### config.mk
export PLATFORM = sky130hd
export DESIGN_NAME = fetch_buf_ctrl
export DESIGN_NICKNAME = d
export VERILOG_FILES = /design/src/rtl/fetch_buf_ctrl.sv
export SDC_FILE = /design/constraint.sdc
export NUM_CORES = 1
export LEC_CHECK = 0
export BUFFER_PORTS_ARGS = -buffer_cell sky130_fd_sc_hd__buf_2
export CORE_MARGIN = 2
export CORE_UTILIZATION = 50
export CTS_CLUSTER_DIAMETER = 40
export CTS_CLUSTER_SIZE = 28
export DETAILED_ROUTE_END_ITERATION = 12
export PLACE_DENSITY = 0.69
export SYNTH_ARGS = -nofsm -noshare
export SYNTH_HDL_FRONTEND = slang
export SYNTH_SLANG_ARGS = --single-unit
### constraint.sdc
create_clock -name clk -period 22.6 [get_ports clk]
set_clock_uncertainty 0.2 [all_clocks]
set_input_delay 1.13 -clock clk [delete_from_list [all_inputs] [get_ports clk]]
set_output_delay 1.13 -clock clk [all_outputs]
set_load 0.01 [all_outputs]
### src/rtl/fetch_buf_ctrl.sv
// fetch_buf_ctrl: instruction-pair fetch buffer between IF and ID with instruction-barrier hold
`ifndef INST_NOP
`define INST_NOP 32'h0340_0000
`endif
`ifndef PC_RESET
`define PC_RESET 32'h1c00_0000
`endif
module fetch_buf_ctrl #(
  parameter int DEPTH = 8,
  parameter int PTR_W = 3
) (
  input  logic        clk,
  input  logic        rstn,
  input  logic        flush,
  input  logic        if_valid,
  output logic        if_ready,
  input  logic [31:0] if_inst0,
  input  logic [31:0] if_inst1,
  input  logic [31:0] if_pc,
  input  logic [6:0]  if_exception,
  input  logic [1:0]  if_excp_flag,
  input  logic [1:0]  if_ibar_flag,
  input  logic        id_ready,
  output logic        fifo_valid,
  output logic [31:0] fifo_inst0,
  output logic [31:0] fifo_inst1,
  output logic [31:0] fifo_pc,
  output logic [31:0] fifo_pcAdd,
  output logic [31:0] fifo_pc_next,
  output logic [6:0]  fifo_exception,
  output logic [1:0]  fifo_excp_flag,
  output logic [1:0]  fifo_ibar_flag,
  input  logic        ibar_done,
  output logic        fetch_buf_empty,
  output logic        fetch_buf_full
);
  typedef enum logic [1:0] {RUN, HOLD, WAIT} state_t;
  typedef struct packed {
    logic [31:0] inst0;
    logic [31:0] inst1;
    logic [31:0] pc;
    logic [6:0]  exception;
    logic [1:0]  excp_flag;
    logic [1:0]  ibar_flag;
  } entry_t;
  localparam logic [PTR_W:0] L_FULL = (PTR_W+1)'(DEPTH);
  entry_t           r_mem [DEPTH];
  logic [PTR_W-1:0] r_head, r_tail;
  logic [PTR_W:0]   r_count;
  state_t           r_state, w_state_nxt;
  entry_t           w_head;
  logic             w_push, w_pop, w_empty, w_full;
  assign w_empty         = r_count == '0;
  assign w_full          = r_count == L_FULL;
  assign w_push          = if_valid && if_ready && !flush;
  assign w_pop           = fifo_valid && id_ready && !flush;
  assign if_ready        = !w_full && r_state == RUN;
  assign fifo_valid      = !w_empty;
  assign fetch_buf_empty = w_empty;
  assign fetch_buf_full  = w_full;
  assign fifo_inst0      = w_head.inst0;
  assign fifo_inst1      = w_head.inst1;
  assign fifo_pc         = w_head.pc;
  assign fifo_pcAdd      = w_head.pc + 32'd4;
  assign fifo_pc_next    = w_head.pc + 32'd8;
  assign fifo_exception  = w_head.exception;
  assign fifo_excp_flag  = w_head.excp_flag;
  assign fifo_ibar_flag  = w_head.ibar_flag;
  // head view: stored entry, or a NOP pair at the reset PC while empty
  always_comb begin
    w_head = w_empty ? '{inst0: `INST_NOP, inst1: `INST_NOP, pc: `PC_RESET,
                         exception: '0, excp_flag: '0, ibar_flag: '0}
                     : r_mem[r_head];
  end
  // entry storage, written at tail on an accepted push
  always_ff @(posedge clk) begin
    if (w_push) r_mem[r_tail] <= '{inst0: if_inst0, inst1: if_inst1, pc: if_pc,
                                   exception: if_exception, excp_flag: if_excp_flag,
                                   ibar_flag: if_ibar_flag};
  end
  // pointers and occupancy; flush discards everything including same-cycle traffic
  always_ff @(posedge clk or negedge rstn) begin
    if (!rstn) begin
      r_head  <= '0;
      r_tail  <= '0;
      r_count <= '0;
    end else if (flush) begin
      r_head  <= '0;
      r_tail  <= '0;
      r_count <= '0;
    end else begin
      if (w_push) r_tail <= r_tail + 1'b1;
      if (w_pop) r_head <= r_head + 1'b1;
      r_count <= (w_push && !w_pop) ? r_count + 1'b1 :
                 (w_pop && !w_push) ? r_count - 1'b1 : r_count;
    end
  end
  // barrier FSM state register
  always_ff @(posedge clk or negedge rstn) begin
    if (!rstn) r_state <= RUN;
    else r_state <= w_state_nxt;
  end
  // barrier FSM: stop accepting after a barrier push until it leaves and the backend finishes it
  always_comb begin
    w_state_nxt = r_state;
    w_state_nxt = flush                                                     ? RUN  :
                  (r_state == RUN && w_push && if_ibar_flag != 2'd0)        ? HOLD :
                  (r_state == HOLD && w_pop && w_head.ibar_flag != 2'd0)    ? WAIT :
                  (r_state == WAIT && ibar_done)                            ? RUN  : r_state;
  end
endmodule

### Yosys cells after proc, flatten, opt, wreduce, memory -nomap -nowiden

Memories as Yosys holds them, arrays and structs flattened.
Index checks and enable logic that the tools add are counted.

* word-level logic and storage cells: 53
* register bits: 12
* output and inout bits: 175
* bits of input ports: 113
* memories kept: 1
* RAM bits: 856

* add/sub/neg operators: 6
* reduce and logical (&&, ||, !) cells: 25
* equality and inequality tests: 3
* mux-type cells: 14

Memories
* r_mem: words 8, width 107, rd ports 1, clocked after Yosys merged registers in 0, wr ports 1, line 47 `entry_t r_mem [DEPTH];`

Operators by type and width (number)
* $mux W107: 1
* $add A32 B3 Y32 const B: 1
* $add A32 B4 Y32 const B: 1
* $logic_and A1 B1 Y1: 12
* $mux W3: 4
* $mux W4: 3
* $mux W2: 4
* $reduce_bool A2 Y1: 4
* $add A3 B1 Y3 const B: 2
* $logic_not A1 Y1: 5
* $add A4 B1 Y4 const B: 1
* $eq A4 B4 Y1 const B: 1
* $logic_not A4 Y1: 1
* $reduce_bool A4 Y1: 1
* $sub A4 B1 Y4 const B: 1
* $reduce_bool A3 Y1: 1
* $eq A2 B1 Y1 const B: 1
* $eq A2 B2 Y1 const B: 1
* $logic_not A2 Y1: 1
* $mux W1: 2

### Depth between registers and ports, before layout

* word-level depth: 10
* gate-level depth with buffers: 16
* gate-level depth less buffers: 12

### Worst setup path after synthesis

OpenSTA, ideal clock, no wires.

* path kind: input -> register
* start point: input if_valid
* end point: memory r_mem[0][0] in the netlist's numbering (enable)
* buffers on the path: 0
* setup time: 0.704 ns
* arrival time: 8.920 ns
* data required time: 21.696 ns
* stages: 3
* slack: 12.776 ns
* path through: nand2_1 -> or3_1 -> nor3_1

* word-level cells in the longest chain between the ends: 4

Ends and longest elaborated chain
* start: declaration: line 15 `input logic if_valid,`
* $logic_and A1 B1 Y1 (2 in a row): line 55 `assign w_push = if_valid && if_ready && !flush;`
* $mux W1: line 77 `if (w_push) r_mem[r_tail] <= '{inst0: if_inst0, inst1: if_inst1, pc: if_pc,`
* $mux W1 (not written as such): line 77
* end: declaration: line 47

Every way passes these cells.

### Worst setup path in the final report

* start point: register r_head[0]
* end point: output fifo_pc_next[29]

* word-level cells in the longest chain between the ends: 3

Ends and longest elaborated chain
* start: declaration: line 48 `logic [PTR_W-1:0] r_head, r_tail;`
* start signal: assignment: line 93 `if (w_pop) r_head <= r_head + 1'b1;`
* $mem_v2 Z8 W107
* $mux W107: line 71 `` w_head = w_empty ? '{inst0: `INST_NOP, inst1: `INST_NOP, pc: `PC_RESET, ``
* $add A32 B4 Y32: line 65 `assign fifo_pc_next = w_head.pc + 32'd8;`
* end: declaration: line 29 `output logic [31:0] fifo_pc_next,`

Every way passes these cells.

==> flow_summary.toml <==
[synth]
syn_area_per_cell_um2 = 18.8
synth_edf_count = 856
syn-cell-area_um2 = 34700
synth-simple-area-share = 0.0486
ys_top_cells_by_area = "edfxtp_1 74%, mux4_2 11%, nand2_1 2.3%"
synth_seq_area_share = 0.750
synth.most_common_cell = "edfxtp_1"
synthMuxAreaShare = 0.139
yosys-top-cells-count = "856 x edfxtp_1, 212 x nand2_1, 173 x mux4_2, 88 x a21oi_1, 70 x mux2i_1"
synth.largest_area_cell = "edfxtp_1"
netlist_instances = 1841
synth_compound_gate_area_share = 0.0262
synthesis.nets = 1961
synth_xor_area_frac = 0.0154
synth.distinct_cells = 65
async_flop_share = 0.0138
yosysWarnings = 0
synth_top_area_frac = 0.741
yosys_register_bits = 868
ys.flop_type = "edfxtp_1"
synth_top_family_by_area = "multiplexers"
synth_adder_area_share = 0.00274

[placement]
hpwl_um = 43400
place_ws_ps = 16770
portBuffers = 287
place_inst = 2983
gp_congestion = 0.854

[timing]
period_minus_slack_ps = 6360
max_freq_ghz = 0.157
rsz0062_at_grt = "false"
setup-tns-final_ps = 0
relSlewSlack = 0.214
worst_slack_ps = 16240
timing.hold.ws_ps = 176
finalHoldViolations = 0
worst_pin_slew_ps = 1180
min_period_over_period = 0.281
finalSetupViolCount = 0
finalMaxSlewViolations = 0

[detailed_routing]
viasPerCell = 5.76
antenna_left = 0
wl_per_cell_um = 24.9
first_pass_iters = 5
drc = 0
vias = 18500
drtIter0Drc = 1443
wl_um = 79900

[cts]
cts_tree = "yes"
h-tree-depth = 3
clockBufferDepth = 3
path_clk_slew_ps = 60
ctsHoldBuffers = 0
cts-root-buf = "clkbuf_16"
cts_resized = 0
clkSinkCount = 868
clock_latency_ps = 660
postCtsSetupBuffers = 0
cts_buffers = 113

[global_route]
grt_overflow_total = 0
grtUsageTotal = 0.225
use_met1 = 0.300
use_met3 = 0.0603
grt_max_degree = 171
use_met2 = 0.365
grt_antenna_before_repair = 27
grt_pass1_vias = 19000
busiest_layer = "met2"
grt_pass1_wl_um = 119000

[worst_setup_path]
crit_buf_inv = 2
path_cells = "nor2_1 -> buf_4 -> a22oi_1 -> and3_1 -> ha_1 -> and4bb_2 -> nand4_2 -> or4b_1 -> nor4_1 -> xnor2_1 -> buf_2"
r2r_setup_slack_ps = 18360
crit_family = "simple AND/OR/NAND/NOR gates"
r2r_end = "r_mem[7][17]"
required_ps = 21270
cpPeakStageDelay_ps = 910
path_class = "reg -> out"
crit_start = "r_head[0]"
start_kind = "register"
cp-end-kind = "primary output"
crit_end = "fifo_pc_next[29]"
rr_startpoint = "r_count[3]"
r2r_cells = 8
crit_arrival_ps = 5030
cp_max_fo = 41
worst_path_max_delay_cell = "dfrtp_4"
cp_num_cells = 11

[hold_path]
min_path_type = "in -> async"

[cells_and_area]
final_util = 0.598
area_growth_syn_to_layout_pct = 18.3
nets = 2287
final_cells = 3207
nFillCells = 4975
layout-drive-gt1-share = 0.319

[flow_run]
max_cap_violations = 0

[pwr]
max-vdd-ir-drop_uv = 91.3
power.leakage_nw = 13.6
switching_share = 0.317
seqPwrFrac = 0.364
clkPwrFrac = 0.358
power_switching_mw = 1.62
powerDensity_nw_per_um2 = 125
internal_power_mw = 3.49
pwr-share-comb = 0.279

[floorplanning]
fp.dieW_um = 267
core_um2 = 68600
start_util = 0.506
ios = 288
rows = 96
die_area_um2 = 71500
fp.dieH_um = 267

[outcome]
status = "finished, final reports clean"
[layer usage]
layer | share of wire | up-vias | wire, um
li1 | - | 8055 | -
met1 | 0.41 | 9560 | 32800
met2 | 0.49 | 696 | 38900
met3 | 0.080 | 136 | 6390
met4 | 0.020 | 28 | 1580
met5 | 0.0024 | - | 190
[cell usage in the layout (no fill, tap or decap), types with 26 or more instances in the layout]
| cell type | synthesis | final |
|---|---|---|
| a21oi_1 | 88 | 88 |
| a22oi_1 | 26 | 26 |
| buf_2 | 23 | 287 |
| clkbuf_16 | 0 | 114 |
| edfxtp_1 | 856 | 856 |
| mux2i_1 | 70 | 70 |
| mux4_2 | 173 | 173 |
| nand2_1 | 212 | 212 |
| nand3_1 | 49 | 49 |
| nor2_1 | 36 | 30 |
| xnor2_1 | 46 | 46 |
[power groups by stage]
stage	clock network, mW	logic [mW]	registers (mW)
2_1_floorplan	0	0.932	1.88
3_3_place_gp	0	1.43	1.89
3_5_place_dp	0	1.44	1.90
4_1_cts	1.86	1.44	1.86
5_1_grt	1.93	1.54	1.87
6_report	1.83	1.43	1.86
[flip-flops by register name, summed over array words and instances (netlist names)]
register	count
r_head	3
r_state	2
r_tail	3
r_mem	856
r_count	4
[layout make-up]
class / count / area, um^2 / share of cell area
sequential: 868 / 26000 / 0.634
multi-input combinational: 850 / 8090 / 0.197
clock buffer: 122 / 2880 / 0.0703
timing repair buffer: 312 / 1670 / 0.0408
tap: 931 / 1160 / 0.0284
clock inverter: 92 / 1090 / 0.0267
inverter: 22 / 85.1 / 0.00207
antenna: 10 / 25.0 / 0.000610
[per-stage QoR]
step / cell area, um^2 / total power [mW]
5_1_grt: 41000 / 5.33
3_3_place_gp: 37000 / 3.32
3_5_place_dp: 37000 / 3.33
2_1_floorplan: 34700 / 2.81
6_report: 41000 / 5.12
4_1_cts: 41000 / 5.16
[worst min path at each step]
stage | cells past startpoint | slack (ps) | end | start
floorplan | 2 | 320 | r_count[3] | r_count[3]
global placement | 2 | 340 | r_state[0] | r_state[0]
detailed placement | 2 | 350 | r_count[3] | r_count[3]
CTS | 1 | 160 | r_state[0] | rstn
global route | 1 | 180 | r_count[3] | rstn
finish | 1 | 180 | r_state[0] | rstn
[kinds of logic (layout without fill, tap and decap cells)]
kind of cell / Yosys count / count (layout)
AND/OR/NAND/NOR: 368 / 368
buffers and inverters: 123 / 548
flip-flops: 868 / 868
AO/OA/AOI/OAI: 152 / 152
multiplexers: 262 / 262
other: 0 / 10
XOR/XNOR: 61 / 61
adder cells (fa/ha/maj): 7 / 7
[worst reg2reg max path: cells and delay by family, from the launching register on]
family / cells / cell delay (ps)
and+or+nand+nor: 6 / 1490
buffers and inverters: 2 / 1740
DFF: 1 / 390
Power figures use the tool's default switching activity.
